### src/rtl/apb_master_bridge.sv
// APB requester: valid/ready command in, one SETUP/ACCESS transfer, one response out.
// Define APB_MASTER_TIMEOUT_EN to end ACCESS with an error after TIMEOUT_CYCLES wait states.
module apb_master_bridge #(
  parameter int ADDR_W         = 32,
  parameter int DATA_W         = 32,
  parameter int TIMEOUT_CYCLES = 16
) (
  input  logic              pclk,
  input  logic              preset_n,
  input  logic              cmd_valid_i,
  output logic              cmd_ready_o,
  input  logic              cmd_write_i,
  input  logic [ADDR_W-1:0] cmd_addr_i,
  input  logic [DATA_W-1:0] cmd_wdata_i,
  output logic              rsp_valid_o,
  input  logic              rsp_ready_i,
  output logic [DATA_W-1:0] rsp_rdata_o,
  output logic              rsp_err_o,
  output logic              psel_o,
  output logic              penable_o,
  output logic [ADDR_W-1:0] paddr_o,
  output logic              pwrite_o,
  output logic [DATA_W-1:0] pwdata_o,
  input  logic [DATA_W-1:0] prdata_i,
  input  logic              pready_i
);

  localparam logic [1:0] S_IDLE   = 2'd0;
  localparam logic [1:0] S_SETUP  = 2'd1;
  localparam logic [1:0] S_ACCESS = 2'd2;
  localparam logic [1:0] S_RESP   = 2'd3;

  logic [1:0]        state_q, state_d;
  logic              psel_q, psel_d;
  logic              penable_q, penable_d;
  logic              pwrite_q, pwrite_d;
  logic [ADDR_W-1:0] paddr_q, paddr_d;
  logic [DATA_W-1:0] pwdata_q, pwdata_d;
  logic              rsp_valid_q, rsp_valid_d;
  logic              rsp_err_q, rsp_err_d;
  logic [DATA_W-1:0] rsp_rdata_q, rsp_rdata_d;

  logic done_ok;
  logic done_to;

  // pready only matters while the completer sees psel & penable
  assign done_ok = (state_q == S_ACCESS) && pready_i;

`ifdef APB_MASTER_TIMEOUT_EN
  localparam int CW = $clog2(TIMEOUT_CYCLES + 1);

  logic [CW-1:0] tcnt_q, tcnt_d;

  always_comb begin
    tcnt_d = tcnt_q;
    if (state_q == S_SETUP) begin
      tcnt_d = '0;
    end else if ((state_q == S_ACCESS) && !pready_i) begin
      tcnt_d = tcnt_q + CW'(1);
    end
  end

  always_ff @(posedge pclk or negedge preset_n) begin
    if (!preset_n) begin
      tcnt_q <= '0;
    end else begin
      tcnt_q <= tcnt_d;
    end
  end

  // the wait that would bring the count to the limit ends the transfer
  assign done_to = (state_q == S_ACCESS) && !pready_i &&
                   (tcnt_q == CW'(TIMEOUT_CYCLES - 1));
`else
  assign done_to = 1'b0;
`endif

  always_comb begin
    state_d     = state_q;
    psel_d      = psel_q;
    penable_d   = penable_q;
    pwrite_d    = pwrite_q;
    paddr_d     = paddr_q;
    pwdata_d    = pwdata_q;
    rsp_valid_d = rsp_valid_q;
    rsp_err_d   = rsp_err_q;
    rsp_rdata_d = rsp_rdata_q;
    unique case (1'b1)
      (state_q == S_IDLE): begin
        if (cmd_valid_i) begin
          paddr_d  = cmd_addr_i;
          pwrite_d = cmd_write_i;
          pwdata_d = cmd_wdata_i;
          psel_d   = 1'b1;
          state_d  = S_SETUP;
        end
      end
      (state_q == S_SETUP): begin
        penable_d = 1'b1;
        state_d   = S_ACCESS;
      end
      (state_q == S_ACCESS): begin
        if (done_ok) begin
          rsp_rdata_d = pwrite_q ? '0 : prdata_i;
          rsp_err_d   = 1'b0;
          psel_d      = 1'b0;
          penable_d   = 1'b0;
          rsp_valid_d = 1'b1;
          state_d     = S_RESP;
        end else if (done_to) begin
          rsp_rdata_d = '0;
          rsp_err_d   = 1'b1;
          psel_d      = 1'b0;
          penable_d   = 1'b0;
          rsp_valid_d = 1'b1;
          state_d     = S_RESP;
        end
      end
      (state_q == S_RESP): begin
        if (rsp_ready_i) begin
          rsp_valid_d = 1'b0;
          state_d     = S_IDLE;
        end
      end
      default: begin
        state_d = S_IDLE;
      end
    endcase
  end

  always_ff @(posedge pclk or negedge preset_n) begin
    if (!preset_n) begin
      state_q     <= S_IDLE;
      psel_q      <= 1'b0;
      penable_q   <= 1'b0;
      pwrite_q    <= 1'b0;
      paddr_q     <= '0;
      pwdata_q    <= '0;
      rsp_valid_q <= 1'b0;
      rsp_err_q   <= 1'b0;
      rsp_rdata_q <= '0;
    end else begin
      state_q     <= state_d;
      psel_q      <= psel_d;
      penable_q   <= penable_d;
      pwrite_q    <= pwrite_d;
      paddr_q     <= paddr_d;
      pwdata_q    <= pwdata_d;
      rsp_valid_q <= rsp_valid_d;
      rsp_err_q   <= rsp_err_d;
      rsp_rdata_q <= rsp_rdata_d;
    end
  end

  assign cmd_ready_o = (state_q == S_IDLE);
  assign rsp_valid_o = rsp_valid_q;
  assign rsp_rdata_o = rsp_rdata_q;
  assign rsp_err_o   = rsp_err_q;
  assign psel_o      = psel_q;
  assign penable_o   = penable_q;
  assign paddr_o     = paddr_q;
  assign pwrite_o    = pwrite_q;
  assign pwdata_o    = pwdata_q;

  a_cfg: assert property (@(posedge pclk) TIMEOUT_CYCLES >= 1);

  a_en_sel: assert property (
    @(posedge pclk) disable iff (!preset_n)
    penable_o |-> psel_o);

  a_stable: assert property (
    @(posedge pclk) disable iff (!preset_n)
    (psel_o && penable_o) |->
      ($stable(paddr_o) && $stable(pwdata_o) && $stable(pwrite_o)));

endmodule
### config.mk
export PLATFORM = sky130hd
export DESIGN_NAME = apb_master_bridge
export DESIGN_NICKNAME = d
export VERILOG_FILES = /design/src/rtl/apb_master_bridge.sv
export SDC_FILE = /design/constraint.sdc
export NUM_CORES = 1
export LEC_CHECK = 0
export BUFFER_PORTS_ARGS = -buffer_cell sky130_fd_sc_hd__buf_2
export CAP_MARGIN = 15
export CORE_MARGIN = 10
export CORE_UTILIZATION = 45
export CTS_BUF_LIST = sky130_fd_sc_hd__clkbuf_16
export DETAILED_ROUTE_END_ITERATION = 7
export GPL_ROUTABILITY_DRIVEN = 1
export PLACE_DENSITY = 0.79
export SYNTH_ARGS = -nofsm -noshare
export SYNTH_HDL_FRONTEND = slang
export SYNTH_SLANG_ARGS = --single-unit
### constraint.sdc
create_clock -name pclk -period 2.1 [get_ports pclk]
set_clock_uncertainty 0.05 [all_clocks]
set_input_delay 0.63 -clock pclk [delete_from_list [all_inputs] [get_ports pclk]]
set_output_delay 0.63 -clock pclk [all_outputs]
set_load 0.05 [all_outputs]
Word-level counts from Yosys, hierarchy flattened
Index checks and enable logic that the tools add are counted.
{ "word_totals": {"reg_bits": 102, "output_inout_bits": 102} }
{ "classes": {"n_eq_ne": 6, "muxes": 12, "n_reduce_logical": 11} }
{ "op_table": {"columns": ["cell", "n"], "rows": [
  ["32-bit two-way mux", 1],
  ["3-bit AND reduction", 3],
  ["2-bit case mux with 4 select lines", 1],
  ["2-bit two-way mux", 3],
  ["2-bit inequality test (second input constant)", 3],
  ["1-bit case mux with 2 select lines", 3],
  ["2-bit AND reduction", 3],
  ["2-bit nonzero test", 3],
  ["2-bit == test (second input constant)", 2],
  ["1-bit two-way mux", 4],
  ["2-bit by 1-bit == test with 1-bit output (second input constant)", 1],
  ["2-bit logical NOT", 1],
  ["1-bit logical AND", 1]
]} }

Longest topological paths before layout
Gate-level depths: netlist of the first run.
{ "depth": {"ltp_word": 4, "depth_mapped": 7, "depth_no_buf": 5} }

Worst setup path after synthesis of the first run
Ideal clock, no wire load.
{ "synth_timing": {"path_type": "register to register", "startpoint": "register state_q[0]", "endpoint": "register paddr_q[0] (netlist: paddr_o[0])", "setup_time_ns": 0.125, "arrival_time_ns": 1.788, "setup_slack_ns": 0.137, "stages_incl_launch_ff": 7, "n_path_buf": 2, "period_less_slack_ns": 1.963, "path_cell_list": "dfrtp_1 inv_1 ha_1 nand2_1 buf_2 buf_2 mux2_2"} }
{ "synth_between": {"elab_chain_len": 2} }
{ "synth_rtl": {"columns": ["element", "line_no", "source"], "rows": [
  ["from (decl)", "33", "logic [1:0] state_q, state_d;"],
  ["from (signal assigned)", "143", "state_q <= state_d;"],
  ["2-bit logical NOT", null, null],
  ["net cmd_ready_o", "11", "output logic cmd_ready_o,"],
  ["2-bit AND reduction (no line)", null, null],
  ["to (signal assigned)", "147", "paddr_q <= paddr_d;"],
  ["to (decl)", "37", "logic [ADDR_W-1:0] paddr_q, paddr_d;"]
]} }
The timed path passes the listed nets, and every way through them passes these cells.
A chain may end at the register's enable or synchronous reset.

Worst setup path in the final report of the first run
{ "layout_timing": {"startpoint": "register state_q[0]", "endpoint": "output port cmd_ready_o"} }
{ "layout_between": {"elab_chain_len": 1} }
{ "layout_rtl": {"columns": ["element", "line_no", "source"], "rows": [
  ["2-bit logical NOT", "155", "assign cmd_ready_o = (state_q == S_IDLE);"],
  ["to (decl)", "11", null]
]} }
Every way passes these cells.

==> results by group, run 1 <==
Global routing
  • Vias in the first global route: approximately 3,300
  • Initial antenna violation count: 0
  • Largest net degree at the start of global routing: 50
  • GRT overflow: 0
  • Global-route usage over all layers: 0.1614
  • First-pass GRT wire length: 17.09 mm

Clocking
  • Root buffer cell: clkbuf_16
  • Clk_lat worst skew: between 0.3 and 0.4 ns
  • CTS Buffer Depth: 2
  • Num CTS Buffers: 9
  • Clk sinks: roughly 100
  • Post-CTS setup buffer count: 0
  • CTS tree: done
  • Reg clk slew, reported paths: 0.08 ns
  • CTS H-tree lvls: 3

STA
  • Fin crit share: 0.9506
  • Min Tclk post-route: around 2 ns
  • RSZ-0062 raised after global routing: no
  • Fin. max-slew vios: 0
  • Fmax: 0.5010 GHz
  • Worst Max-Slew Pin Slew: 0.5602 ns
  • Final setup viols: 0
  • Final hold vios: 0
  • Max-slew headroom: 0.6266
  • Setup TNS: 0 ns

Run status
  • Outcome: finished, final reports clean

Finish
  • Commonest non-fill, non-tap cell in the layout: buf_2
  • Synthesis-to-finish area growth: 36.24%
  • Most frequent cells in the layout: 200 x buf_2, 102 x dfrtp_1, 65 x mux2_2
  • Final net count: between 600 and 700
  • # fillers: 717
  • Fraction of layout cells with a size suffix above 1: 0.5665
  • # diodes: 0

Worst setup path
  • Worst path cell trace: inv_1 -> ha_4 -> buf_4
  • Crit Path Max Fanout: 6
  • Crit end category: primary output
  • Slowest-stage cell, CP: dfrtp_1
  • Crit Path Class: reg -> out
  • Slowest stage delay, CP: around 0.40 ns
  • WP buf/inv: 2
  • Setup crit start kind: flip-flop
  • CP top delay family: flip-flops
  • WP data arrival: 1.32 ns
  • Critical path required time: 1.42 ns

Synthesis
  • Mapped Nets: between 400 and 500
  • Register area share after synthesis: 0.6287
  • Post-synthesis area per instance: 13.01 um^2
  • Syn Inst Count: 312
  • Yosys reg bits: 102
  • Synth cell types: 20
  • Area of the mapped netlist: 0.004060 mm^2
  • Syn. warnings: 0

Placement
  • # port buffers: 202
  • Detailed-placement wirelength estimate: between 8 and 9 mm
  • Final Wtd Congestion: around 0.8

Routing
  • DRT Pass-1 Iters: 4
  • DRC Markers: 0
  • Routed via count: 3,067
  • Initial DRC count: 101
  • Number of vias per cell: 4.892
  • Post-DRT Antenna Nets: 0
  • Overall routed net length: about 11 mm
  • Wirelength per Cell: about 18 um

Hold path
  • Hold WC Path Type: in -> async

Floorplanning
  • Core area: 0.008763 mm^2
  • Cell row count: 34
  • Chip Height: 115.0 um
  • Starting Density: 0.4633
  • I/O Pins: approximately 200
  • Die W: 115.0 um
  • Die area: ~0.013 mm^2

Job
  • Max_cap viols: 0
## stage by stage
step	cell area, um^2	utilization	worst slack [ns]	hold WS (ns)	std cells
2_1_floorplan	4060	-	0.1369	0.2844	312
3_3_place_gp	5223	0.5959	0.2915	0.4090	611
3_5_place_dp	5223	0.5959	0.2066	0.4150	611
4_1_cts	5522	0.6301	0.04307	0.09951	627
5_1_grt	5532	0.6312	0.02732	0.1022	627
6_report	5532	0.6312	0.1038	0.1059	627
## cell usage after synthesis
master,instances,area share
inv_2,1,0.00092
dfrtp_1,102,0.63
a22o_1,1,0.0022
a222oi_1,1,0.0025
nand2_1,36,0.033
buf_2,8,0.0099
mux2_2,65,0.18
buf_4,1,0.0018
a211oi_1,2,0.0037
clkbuf_1,9,0.0083
mux2_1,1,0.0028
inv_1,4,0.0037
nand2b_1,34,0.052
nor2b_1,1,0.0015
conb_1,1,0.00092
a31o_2,1,0.0022
o21ai_0,34,0.042
nor2_1,3,0.0028
ha_1,5,0.015
mux2i_1,2,0.0049
## path summary, 6_finish.rpt
check / start / end / depth (start not counted) / slack [ns]
hold reg to reg: rsp_rdata_o[8]$_DFFE_PN0P_ / rsp_rdata_o[8]$_DFFE_PN0P_ / 2 / 0.42
setup / recovery: state_q[0]$_DFFE_PN0P_ / cmd_ready_o / 3 / 0.10
max in group asynchronous: preset_n / paddr_o[23]$_DFFE_PN0P_ / 2 / 1.36
setup reg to reg: state_q[0]$_DFFE_PN0P_ / state_q[1]$_DFFE_PN0P_ / 4 / 0.23
min in group pclk: rsp_rdata_o[8]$_DFFE_PN0P_ / rsp_rdata_o[8]$_DFFE_PN0P_ / 2 / 0.42
hold / removal: preset_n / paddr_o[1]$_DFFE_PN0P_ / 1 / 0.11
## final cells by class
class	count	area, um^2	share of cell area
inverters	5	18.77	0.003393
clock buffers	9	225.2	0.04071
flip-flops and latches	102	2552	0.4614
multi-input cells	187	1425	0.2576
clock inverters	7	68.82	0.01244
well taps	108	135.1	0.02443
repair buffers	209	1106	0.2000
## routing by layer
layer	wire, um	track usage
met4	163	0.04950
met3	1170	0.06563
met2	5709	0.2804
met5	0	0
met1	4151	0.1764
## registers in the layout (all words and copies together) (netlist names)
register,flops
state_q,2
rsp_valid_o,1
pwrite_o,1
penable_o,1
paddr_o,32
pwdata_o,32
psel_o,1
rsp_rdata_o,32
## cell families after synthesis
kind of cell             share of synthesized area
other                                    0.0009236
multiplexers                                0.1880
AO/OA/AOI/OAI                              0.05239
flip-flops                                  0.6287
buffers and inverters                      0.02465
AND/OR/NAND/NOR                            0.08998
adder cells (fa/ha/maj)                    0.01541
## repair_timing
| action | 4_1_cts | 5_1_grt |
|---|---|---|
| hold buffers | 0 | 0 |
| gates resized for setup | 2 | 1 |
| setup endpoints to repair | 1 | 1 |
| hold endpoints to repair | 0 | 0 |
Power of run 1 is not shown: default switching activity piles up to over one toggle a cycle in this logic, so the estimate is an artifact.
==> run 2, diff against run 1 <==
Settings changed: PLACE_DENSITY 0.79 to not set, PLACE_DENSITY_LB_ADDON set to 0.08.
==> results by group, run 2 (same netlist as run 1, synthesis figures left out) <==
Run status
  • Outcome: finished, final reports clean (unchanged)

Clocking
  • Clk sinks: 102 (unchanged)
  • Num CTS Buffers: 9 (unchanged)
  • Reg clk slew, reported paths: 0.07 ns (was 0.08 ns)
  • Post-CTS setup buffer count: 0 (unchanged)
  • CTS H-tree lvls: 3 (unchanged)
  • CTS Buffer Depth: 2 (unchanged)
  • CTS tree: done (unchanged)
  • Root buffer cell: clkbuf_16 (unchanged)
  • Clk_lat worst skew: 0.33 ns (about the same)

Floorplanning
  • Die W: 115.0 um (unchanged)
  • Cell row count: 34 (unchanged)
  • I/O Pins: 204 (unchanged)
  • Die area: 0.01322 mm^2 (unchanged)
  • Starting Density: 0.4633 (unchanged)
  • Chip Height: 115.0 um (unchanged)
  • Core area: 0.008763 mm^2 (unchanged)

Global routing
  • Largest net degree at the start of global routing: 65 (was 50)
  • Vias in the first global route: 3,098 (was 3,265)
  • GRT overflow: 0 (unchanged)
  • Global-route usage over all layers: 0.1568 (was 0.1614)
  • Initial antenna violation count: 0 (unchanged)
  • First-pass GRT wire length: 16.49 mm (was 17.09 mm)

Placement
  • Detailed-placement wirelength estimate: 8.422 mm (was 8.990 mm)
  • # port buffers: 202 (unchanged)
  • Post-DP Area: 0.005248 mm^2 (was 0.005223 mm^2)
  • Final Wtd Congestion: 0.7973 (was 0.7882)

Routing
  • Number of vias per cell: 4.780 (was 4.892)
  • Initial DRC count: 109 (was 101)
  • DRT Pass-1 Iters: 4 (unchanged)
  • Overall routed net length: 10.78 mm (was 11.20 mm)
  • Post-DRT Antenna Nets: 0 (unchanged)
  • Routed via count: 3,002 (was 3,067)
  • Wirelength per Cell: 17.16 um (was 17.85 um)
  • DRC Markers: 0 (unchanged)

Finish
  • Final net count: 621 (unchanged)
  • Final non-filler cell area: 0.005557 mm^2 (was 0.005532 mm^2)
  • Synthesis-to-finish area growth: 36.86% (was 36.24%)
  • Commonest non-fill, non-tap cell in the layout: buf_2 (unchanged)
  • Most frequent cells in the layout: 200 x buf_2, 102 x dfrtp_1, 65 x mux2_2 (unchanged)
  • # fillers: 742 (was 717)
  • Core Util, Final: 0.6341 (was 0.6312)
  • Fraction of layout cells with a size suffix above 1: 0.5645 (was 0.5665)

Worst setup path
  • R2r endpoint: state_q[1]$_DFFE_PN0P_ (unchanged)
  • Critical path required time: 1.42 ns (about the same)
  • FF-to-FF Start: state_q[0]$_DFFE_PN0P_ (unchanged)
  • Flop2flop setup slack: 0.23 ns (about the same)
  • CP top delay family: flip-flops (unchanged)
  • Reg2Reg Depth: 4 (unchanged)
  • Slowest-stage cell, CP: dfrtp_1 (unchanged)
  • Crit Path Max Fanout: 6 (unchanged)
  • Worst path cell trace: inv_1 -> ha_4 -> buf_4 (unchanged)
  • WP data arrival: 1.32 ns (about the same)
  • Crit end category: primary output (unchanged)
  • Slowest stage delay, CP: 0.41 ns (was 0.40 ns)
  • Crit Path Class: reg -> out (unchanged)
  • WP buf/inv: 2 (unchanged)
  • Setup crit start kind: flip-flop (unchanged)

STA
  • Final setup viols: 0 (unchanged)
  • Fmax: 0.4989 GHz (was 0.5010 GHz)
  • Fin crit share: 0.9545 (was 0.9506)
  • Min Tclk post-route: 2.004 ns (was 1.996 ns)
  • RSZ-0062 raised after global routing: no (unchanged)
  • Final hold vios: 0 (unchanged)
  • Setup TNS: 0 ns (unchanged)
  • Worst Max-Slew Pin Slew: 0.5291 ns (was 0.5602 ns)
  • Fin. max-slew vios: 0 (unchanged)
  • Max-slew headroom: 0.6473 (was 0.6266)

Job
  • Max_cap viols: 0 (unchanged)

Hold path
  • Hold WC Path Type: in -> async (unchanged)
run 2: worst max path at each step:
| stage | startpoint | endpoint | slack, ns | cells after the start |
|---|---|---|---|---|
| global placement | pready_i | state_q[1]$_DFFE_PN0P_ | 0.30 | 4 |
| detailed placement | pready_i | state_q[1]$_DFFE_PN0P_ | 0.24 | 4 |
| CTS | state_q[0]$_DFFE_PN0P_ | cmd_ready_o | 0.04 | 3 |
| floorplan | state_q[0]$_DFFE_PN0P_ | paddr_o[0]$_DFFE_PN0P_ | 0.14 | 6 |
| global route | state_q[0]$_DFFE_PN0P_ | cmd_ready_o | 0.03 | 3 |
| finish | state_q[0]$_DFFE_PN0P_ | cmd_ready_o | 0.1 | 3 |
run 2: stage by stage:
stage / hold WS, ns / instances / setup WS (ns)
global route: 0.1523 / 627 / 0.03041
floorplan: 0.2844 / 312 / 0.1369
global placement: 0.4091 / 611 / 0.3036
detailed placement: 0.4148 / 611 / 0.2414
CTS: 0.1420 / 627 / 0.04041
finish: 0.1342 / 628 / 0.09562
run 2: final cells by class:
class | count | area (um^2) | area share
flip-flops and latches | 102 | 2552 | 0.4594
inverters | 5 | 18.77 | 0.003378
clock inverters | 7 | 66.31 | 0.01193
diodes | 1 | 2.502 | 0.0004503
clock buffers | 9 | 225.2 | 0.04053
repair buffers | 209 | 1131 | 0.2036
well taps | 108 | 135.1 | 0.02432
multi-input cells | 187 | 1425 | 0.2565
run 2: metal layers:
layer  up-vias  GRT usage  wire (um)
met4         0    0.05528        199
li1       1450          -          -
met3        11    0.05625       1015
met2       112     0.2646       5525
met1      1429     0.1798       4038
met5         -          0          0
run 2: timing repair:
action	in CTS	in global routing
hold buffers	0	0
gates resized for setup	2	1
endpoints found under the hold margin	0	0
pin swaps	0	0
setup endpoints to repair	1	1
Power of run 2 is left out for the same reason.
==> run 3, diff against run 2 <==
Settings changed: CORE_ASPECT_RATIO set to 0.8, CORE_UTILIZATION 45 to 41.
Clock period 2.1 ns to 1.63 ns, I/O delays scaled along.
==> results by group, run 3 (same netlist as run 1, synthesis figures left out) <==
Run status
  • Outcome: finished with violations (was finished, final reports clean)
  • Violated checks: negative setup slack

Global routing
  • Met1 Resource Use GR: 0.1777 (was 0.1798)
  • Vias in the first global route: 3,272 (was 3,098)
  • Gr busiest metal: met2 (unchanged)
  • First-pass GRT wire length: 17.35 mm (was 16.49 mm)
  • Global-route usage over all layers: 0.1516 (was 0.1568)
  • Largest net degree at the start of global routing: 63 (was 65)
  • Initial antenna violation count: 0 (unchanged)
  • GRT overflow: 0 (unchanged)
  • Met2 Use GR: 0.2500 (was 0.2646)
  • M3 GR Usage: 0.06801 (was 0.05625)

Floorplanning
  • Cell row count: 32 (was 34)
  • Die W: 131.3 um (was 115.0 um)
  • Die area: 0.01431 mm^2 (was 0.01322 mm^2)
  • Core area: 0.009649 mm^2 (was 0.008763 mm^2)
  • I/O Pins: 204 (unchanged)
  • Chip Height: 109.0 um (was 115.0 um)
  • Starting Density: 0.4208 (was 0.4633)

Worst setup path
  • Crit end category: primary output (unchanged)
  • Setup crit start kind: flip-flop (unchanged)
  • WP data arrival: 1.16 ns (was 1.32 ns)
  • Critical path required time: 1.09 ns (was 1.42 ns)
  • Slowest-stage cell, CP: dfrtp_1 (unchanged)
  • Crit Path Max Fanout: 3 (was 6)
  • Slowest stage delay, CP: 0.41 ns (about the same)
  • Worst path cell trace: inv_2 -> ha_4 -> buf_8 (was inv_1 -> ha_4 -> buf_4)
  • Crit Path Class: reg -> out (unchanged)

Routing
  • DRC Markers: 0 (unchanged)
  • Wirelength per Cell: 16.99 um (was 17.16 um)
  • Overall routed net length: 11.52 mm (was 10.78 mm)
  • Post-DRT Antenna Nets: 0 (unchanged)
  • DRT Pass-1 Iters: 4 (unchanged)
  • Routed via count: 3,093 (was 3,002)
  • Initial DRC count: 141 (was 109)
  • Number of vias per cell: 4.562 (was 4.780)

Clocking
  • Root buffer cell: clkbuf_16 (unchanged)
  • CTS H-tree lvls: 3 (unchanged)
  • Num CTS Buffers: 9 (unchanged)
  • Reg clk slew, reported paths: 0.07 ns (about the same)
  • CTS Buffer Depth: 2 (unchanged)
  • CTS tree: done (unchanged)
  • Hold_buf cts: 0 (unchanged)
  • Clk_lat worst skew: 0.34 ns (was 0.33 ns)
  • Clk sinks: 102 (unchanged)

STA
  • Final hold vios: 0 (unchanged)
  • RSZ-0062 raised after global routing: yes (was no)
  • Fin crit share: 1.042
  • Fin. max-slew vios: 0 (unchanged)
  • Fmax: roughly 0.6 GHz
  • Min Tclk post-route: 1.698 ns
  • Final setup viols: 47 (was 0)
  • Final worst slack: -0.06822 ns (was 0.09562 ns)
  • Setup TNS: -1.526 ns (was 0 ns)

Placement
  • Post-DP Area: 0.005400 mm^2 (was 0.005248 mm^2)
  • # port buffers: 202 (unchanged)
  • Setup WS pre-CTS: -0.05976 ns (was 0.2414 ns)
  • Detailed-placement wirelength estimate: 8.594 mm (was 8.422 mm)
  • Final Wtd Congestion: 0.7885 (was 0.7973)

Hold path
  • Hold WC Path Type: in -> async (unchanged)

Finish
  • Most frequent cells in the layout: 200 x buf_2, 102 x dfrtp_1, 38 x mux2_2 (was 200 x buf_2, 102 x dfrtp_1, 65 x mux2_2)
  • Fraction of layout cells with a size suffix above 1: 0.5904 (was 0.5645)
  • Core Util, Final: 0.6206 (was 0.6341)
  • Final non-filler cell area: 0.005988 mm^2 (was 0.005557 mm^2)
  • Final net count: 645 (was 621)
  • Commonest non-fill, non-tap cell in the layout: buf_2 (unchanged)
  • # fillers: 797 (was 742)
  • Synthesis-to-finish area growth: 47.49% (was 36.86%)
  • # diodes: 0 (was 1)

Job
  • Max_cap viols: 0 (unchanged)
[run 3: changes by cell type in the layout (fill, tap and decap cells not counted), moves of 2 or more]
cell and change:
mux2_2 -27, mux2_4 +27, buf_4 +13, buf_8 +7, clkbuf_16 +3, inv_1 -3
inv_2 +2
[run 3: stage by stage]
step,hold WS (ns),cells
after floorplan,0.1434,312
after global placement,0.4066,651
after detailed placement,0.4158,651
after CTS,0.07732,672
after global routing,0.07588,678
final,0.07164,678
[run 3: critical path: cells and delay by family (launching register included)]
kind,cells,cell delay (ns)
adder cells (fa/ha/maj),1,0.16
buffers and inverters,2,0.25
flip-flops,1,0.41
[run 3: final timing paths]
kind                            slack (ns)  depth (start not counted)                           to                        start
worst max-delay path                 -0.07                          3                  cmd_ready_o       state_q[0]$_DFFE_PN0P_
max in group asynchronous             1.15                          2       paddr_o[7]$_DFFE_PN0P_                     preset_n
min in group pclk                     0.33                          2     pwdata_o[12]$_DFFE_PN0P_              cmd_wdata_i[12]
worst min register to register        0.42                          2  rsp_rdata_o[19]$_DFFE_PN0P_  rsp_rdata_o[19]$_DFFE_PN0P_
worst max register to register       -0.06                          7      paddr_o[25]$_DFFE_PN0P_       state_q[1]$_DFFE_PN0P_
worst min-delay path                  0.07                          2  rsp_rdata_o[26]$_DFFE_PN0P_                     preset_n
[run 3: area by class of cell]
type                            instances  area [um^2]  share of cell area
Sequential cell                       102         2552              0.4262
Multi-Input combinational cell        187         1538              0.2568
Timing Repair Buffer                  233         1429              0.2386
Clock buffer                            9        225.2             0.03761
Tap cell                              136        170.2             0.02842
Clock inverter                          6        55.05            0.009193
Inverter                                5        18.77            0.003134
[run 3: routing by layer]
layer / vias to the layer above / routed length (um)
li1: 1488 / -
met1: 1477 / 4819
met2: 116 / 5599
met3: 12 / 973
met4: 0 / 125
met5: - / 0
[run 3: repair_timing]
action	CTS	global route
setup buffers	6	3
gates cloned	0	3
gates resized for setup	19	26
endpoints found under the setup margin	12	65
pin swaps	2	1
Power of run 3 is left out for the same reason.
